[src/rtl/alu_rr_arbiter.sv]
`default_nettype none
// ============================================================================
// Module      : alu_rr_arbiter
// Description : Shares one external combinational ALU between two requesters.
//               Round-robin grant, registered operand bus, registered result
//               capture, one-cycle done pulse and a saturating op counter.
// Revision    : 1.0 - initial release
// ============================================================================
module alu_rr_arbiter #(
  parameter int N     = 8,
  parameter int CNT_W = 16
) (
  input  logic             clk,
  input  logic             rst_n,
  input  logic             req0,
  input  logic [N-1:0]     a0,
  input  logic [N-1:0]     b0,
  input  logic [2:0]       sel0,
  input  logic             ctrl0,
  input  logic             req1,
  input  logic [N-1:0]     a1,
  input  logic [N-1:0]     b1,
  input  logic [2:0]       sel1,
  input  logic             ctrl1,
  output logic             done0,
  output logic             done1,
  output logic [N-1:0]     y_out,
  output logic             cout_out,
  output logic             gnt,
  output logic             busy,
  output logic [N-1:0]     alu_a,
  output logic [N-1:0]     alu_b,
  output logic [2:0]       alu_sel,
  output logic             alu_control,
  input  logic [N-1:0]     alu_y,
  input  logic             alu_cout,
  output logic [CNT_W-1:0] op_count
);

  localparam logic [CNT_W-1:0] c_CNT_ONE = CNT_W'(1);
  localparam logic [CNT_W-1:0] c_CNT_MAX = {CNT_W{1'b1}};

  typedef enum logic [1:0] {
    S_IDLE = 2'd0,
    S_EXEC = 2'd1,
    S_RESP = 2'd2
  } state_t;

  state_t           r_state;
  state_t           w_state_nxt;
  logic             w_grant_vld;
  logic             w_grant_idx;

  logic             r_last;
  logic             r_gnt;
  logic [N-1:0]     r_alu_a;
  logic [N-1:0]     r_alu_b;
  logic [2:0]       r_alu_sel;
  logic             r_alu_ctrl;
  logic [N-1:0]     r_y;
  logic             r_cout;
  logic [CNT_W-1:0] r_cnt;

  // State register; reset aborts any operation in flight.
  always_ff @(posedge clk or negedge rst_n) begin
    if (!rst_n) begin
      r_state <= S_IDLE;
    end else begin
      r_state <= w_state_nxt;
    end
  end

  // Next-state and grant decision; requests are only looked at in IDLE.
  always_comb begin
    w_state_nxt = r_state;
    w_grant_vld = 1'b0;
    w_grant_idx = 1'b0;
    case (r_state)
      S_IDLE: begin
        if (req0 || req1) begin
          w_grant_vld = 1'b1;
          // On contention the requester that did not win last time goes first.
          w_grant_idx = (req0 && req1) ? ~r_last : req1;
          w_state_nxt = S_EXEC;
        end
      end
      S_EXEC:  w_state_nxt = S_RESP;
      S_RESP:  w_state_nxt = S_IDLE;
      default: w_state_nxt = S_IDLE;
    endcase
  end

  // Operand latch at grant, result capture and bookkeeping at the end of EXEC.
  always_ff @(posedge clk or negedge rst_n) begin
    if (!rst_n) begin
      r_last     <= 1'b1;
      r_gnt      <= 1'b0;
      r_alu_a    <= '0;
      r_alu_b    <= '0;
      r_alu_sel  <= '0;
      r_alu_ctrl <= 1'b0;
      r_y        <= '0;
      r_cout     <= 1'b0;
      r_cnt      <= '0;
    end else begin
      if (w_grant_vld) begin
        r_gnt      <= w_grant_idx;
        r_alu_a    <= w_grant_idx ? a1    : a0;
        r_alu_b    <= w_grant_idx ? b1    : b0;
        r_alu_sel  <= w_grant_idx ? sel1  : sel0;
        r_alu_ctrl <= w_grant_idx ? ctrl1 : ctrl0;
      end
      if (r_state == S_EXEC) begin
        r_y    <= alu_y;
        r_cout <= alu_cout;
        r_last <= r_gnt;
        if (r_cnt != c_CNT_MAX) begin
          r_cnt <= r_cnt + c_CNT_ONE;
        end
      end
    end
  end

  // Done is decoded from the RESP state so it can only reach the granted side.
  assign done0       = (r_state == S_RESP) && !r_gnt;
  assign done1       = (r_state == S_RESP) &&  r_gnt;
  assign busy        = (r_state == S_EXEC) || (r_state == S_RESP);
  assign gnt         = r_gnt;
  assign y_out       = r_y;
  assign cout_out    = r_cout;
  assign alu_a       = r_alu_a;
  assign alu_b       = r_alu_b;
  assign alu_sel     = r_alu_sel;
  assign alu_control = r_alu_ctrl;
  assign op_count    = r_cnt;

endmodule
`default_nettype wire

[config.mk]
export PLATFORM = sky130hd
export DESIGN_NAME = alu_rr_arbiter
export DESIGN_NICKNAME = d
export VERILOG_FILES = /design/src/rtl/alu_rr_arbiter.sv
export SDC_FILE = /design/constraint.sdc
export NUM_CORES = 1
export LEC_CHECK = 0
export CAP_MARGIN = 5
export CORE_ASPECT_RATIO = 0.7
export CORE_UTILIZATION = 30
export CTS_CLUSTER_SIZE = 16
export DETAILED_ROUTE_END_ITERATION = 10
export GPL_ROUTABILITY_DRIVEN = 0
export GPL_TIMING_DRIVEN = 0
export PLACE_DENSITY_LB_ADDON = 0.25
export SETUP_SLACK_MARGIN = 0.1
export SYNTH_ARGS = -nofsm -noshare
export SYNTH_HDL_FRONTEND = slang
export SYNTH_SLANG_ARGS = --single-unit
[constraint.sdc]
create_clock -name clk -period 5 [get_ports clk]
set_input_delay 1.5 -clock clk [delete_from_list [all_inputs] [get_ports clk]]
set_output_delay 1.5 -clock clk [all_outputs]
set_load 0.01 [all_outputs]
==> flow_summary.ini, run 1 <==
[grt]
grt_pass1_vias = 1836
antenna_found_initial = 0
groute.usage.overall = 0.153
grt_max_degree = 39
grt_overflow = 0
grt_pass1_wl_mm = 9.17

[timing]
setup_viol = 0
finalClockSkew_ns = 0.0108
rsz0062_at_grt = false
setup_tns_ns = 0
period_minus_slack_ns = 3.18
worstMarginPinSlew_ns = 0.557
maxSlewHeadroom = 0.629
hold_viol_final = 0
timing.final.crit_share = 0.636
timing.fmax_mhz = 314
final-max-slew-violation-count = 0

[routing]
vias = 1894
viasPerCell = 4.68
wl_per_cell_um = 13.8
firstDrtPassIters = 4
ant_nets = 0
dr.first_iter.drc_count = 63
post-route-drc-count = 0
routed_wl_mm = 5.59

[critical_path]
cp-start-kind = flip-flop
crit_required_ns = 3.50
crit_slowest_cell = clkdlybuf4s50_1
cp_max_fo = 4
r2r_end = op_count[1]
path_delay_family = buffers and inverters
end_kind = output port
cp_cell_sequence = inv_1, ha_1, nor2b_1, clkdlybuf4s50_1
critPathMaxStageDelay_ns = 0.57
r2r_slack_ns = 3.09
reg2regPathDepth = 5
r2r_start = op_count[0]
crit_buf_inv = 2
setup.worst_path.class = flip-flop to output port
cp_data_arrival_time_ns = 1.68

[logic_synthesis]
avgSynthCellArea_um2 = 10.9
synth.distinct_cells = 33
synth_compound_area_frac = 0.126
synthAdderAreaFrac = 0.0286
synth-xor-area-share = 0.0520
synth.top_cell.area_share = 0.549
synthMuxAreaShare = 0.0566
synthCells = 201
synth_top_area_cell = dfrtp_1
synth_fp_nets = 259
seq_area_frac_synth = 0.561
synthSimpleGateAreaFrac = 0.154
syn_area_um2 = 2190
synth_top_family_by_area = simple AND/OR/NAND/NOR gates
yosysWarnings = 0
synth.area.top_cells = dfrtp_1, o22ai_1, o21ai_0, mux2_2, nand2_1
yosys_register_bits = 49

[clocking]
cts.sinks = 49
clockBufferDepth = 2
cts_tree = done
clk_latency_ns = 0.30
postCtsSetupBuffers = 0
htree_levels = 2
clkSlewWorstSetupHoldPaths_ns = 0.08
clockRootBuffer = clkbuf_8
numCtsBuffers = 5
cts_resized = 0
ctsHoldBuffers = 0

[hold_path]
hold_path_class = flip-flop to flip-flop
hold_end = alu_b[7]
worstHoldStart = alu_b[7]
whs_path_depth = 2

[floorplanning]
die_h_um = 73.5
die_x_um = 104
dieArea_um2 = 7650
core.rowCount = 25
ios = 102
initial_core_util = 0.317
core_area_um2 = 6910

[run_status]
status = complete, no violations

[cells_and_area]
drive_gt1_frac = 0.0932
syn_to_final_growth_pct = 56.9
ff_latch_area_um2 = 1230
num_antenna_cells = 0
fillers = 649
multi_input_area_um2 = 913
layout.nets = 368

[place]
port_buffers = 101
hpwl_mm = 4.20

[power_and_ir_drop]
power_density_nw_per_um2 = 504
cellLeakagePower_nw = 1.47
p_total_w = 0.00173
power.ir.vdd_worst_mv = 0.195

[run]
drv_cap = 0
==> flip-flops by register name, indices dropped and copies added (netlist names) <==
register     count
alu_a            8
gnt              1
alu_b            8
op_count        16
alu_control      1
y_out            8
r_state          2
alu_sel          3
cout_out         1
r_last           1
==> per-layer routing <==
layer  track usage  vias to the layer above  part of all wire
met2         0.227                       71              0.40
met3        0.0568                        5             0.082
met5             0                        -                 0
met4        0.0429                        0            0.0084
li1              -                      935                 -
met1         0.211                      883              0.51
==> placed cells by master (no fill, tap or decap), drive strengths merged, types with 4 or more instances in the layout <==
master         netlist  layout
clkdlybuf4s50        0     100
dfrtp               48      48
nand2               27      27
o21ai               24      24
o22ai               20      20
clkbuf               7      14
mux2                11      11
xor2                10      10
nor2                 9       9
nor3                 6       6
nand4                6       6
ha                   5       5
buf                  2       4
==> synthesized netlist by cell type (all sizes together) <==
master / n
buf: 2
nand2b: 2
and3: 1
a21o: 1
clkbuf: 7
nor2b: 1
nand2: 27
dfrtp: 48
o21ai: 24
inv: 3
nor2: 9
mux2: 11
and2: 1
a21oi: 1
and4: 3
nand4: 6
o22ai: 20
nand3: 3
xor2: 10
xnor2: 3
or3: 1
nor3: 6
o211ai: 1
a21bo: 1
ha: 5
nor4: 2
dfstp: 1
nor3b: 1
==> where the power goes <==
group	total, W	internal (W)	switching, W
combinational	0.000812	0.000449	0.000362
sequential	0.000663	0.000555	0.000108
clock	0.000254	0.000125	0.000129
==> final cells by class <==
type | instances | area share
timing repair buffer | 102 | 0.299
sequential | 49 | 0.358
multi-input combinational | 140 | 0.266
buffer | 9 | 0.0106
clock buffer | 7 | 0.0281
tap | 94 | 0.0343
clock inverter | 1 | 0.00146
inverter | 3 | 0.00328
==> worst max-delay path by stage <==
| stage | from | end | slack (ns) | cells after the start |
|---|---|---|---|---|
| 2_1_floorplan | req1 | alu_a[0] | 2.67 | 5 |
| 3_3_place_gp | rst_n | alu_b[2] | 0.90 | 1 |
| 3_5_place_dp | req1 | alu_a[3] | 1.91 | 6 |
| 4_1_cts | r_state[0] | done0 | 1.80 | 4 |
| 5_1_grt | r_state[0] | done0 | 1.72 | 4 |
| 6_report | r_state[0] | done0 | 1.82 | 4 |
==> per-stage QoR <==
step           hold WS [ns]  setup WS (ns)  instance area, um2  instances   util
6_report              0.485           1.82                3430        405  0.497
3_3_place_gp          0.461          0.897                3320        396  0.480
2_1_floorplan         0.516           2.67                2190        201      -
5_1_grt               0.514           1.72                3430        405  0.497
4_1_cts               0.492           1.80                3430        405  0.497
3_5_place_dp          0.471           1.91                3330        397  0.482
==> worst reg2reg max path, cell delays in order (launching register included) <==
cell and delay, ns:
dfrtp_1 0.40, ha_1 0.26, nand3_1 0.18, nor4_4 0.41, nand2b_2 0.22, mux2_1 0.32
==> logic make-up (layout without fill, tap and decap cells) <==
kind of cell,after synthesis,in the layout
compound gates,48,48
xor+xnor,13,13
fa+ha+maj,5,5
buf+inv,12,122
flops,49,49
mux,11,11
simple gates,63,63
Note: power is estimated with default switching activity, not from simulation.
==> run 2, diff against run 1 <==
==> constraint.sdc (replaced) <==
create_clock -name clk -period 2.9 [get_ports clk]
set_input_delay 0.87 -clock clk [delete_from_list [all_inputs] [get_ports clk]]
set_output_delay 0.87 -clock clk [all_outputs]
set_load 0.01 [all_outputs]
==> results of run 2 <==
Same layout as run 1 (identical final DEF). Status: complete, no violations.
Main changes from that run: setup slack after placement 1.91 ns -> 0.441 ns; clock-pin slew on the worst setup and hold paths 0.08 ns -> 0.09 ns; setup slack after layout 1.82 ns -> 0.348 ns; hold slack 0.485 ns -> 0.444 ns; register-to-register setup slack 3.09 ns -> 0.99 ns; total power 0.00173 W -> 0.00298 W; worst IR drop on VDD 0.195 mV -> 0.337 mV
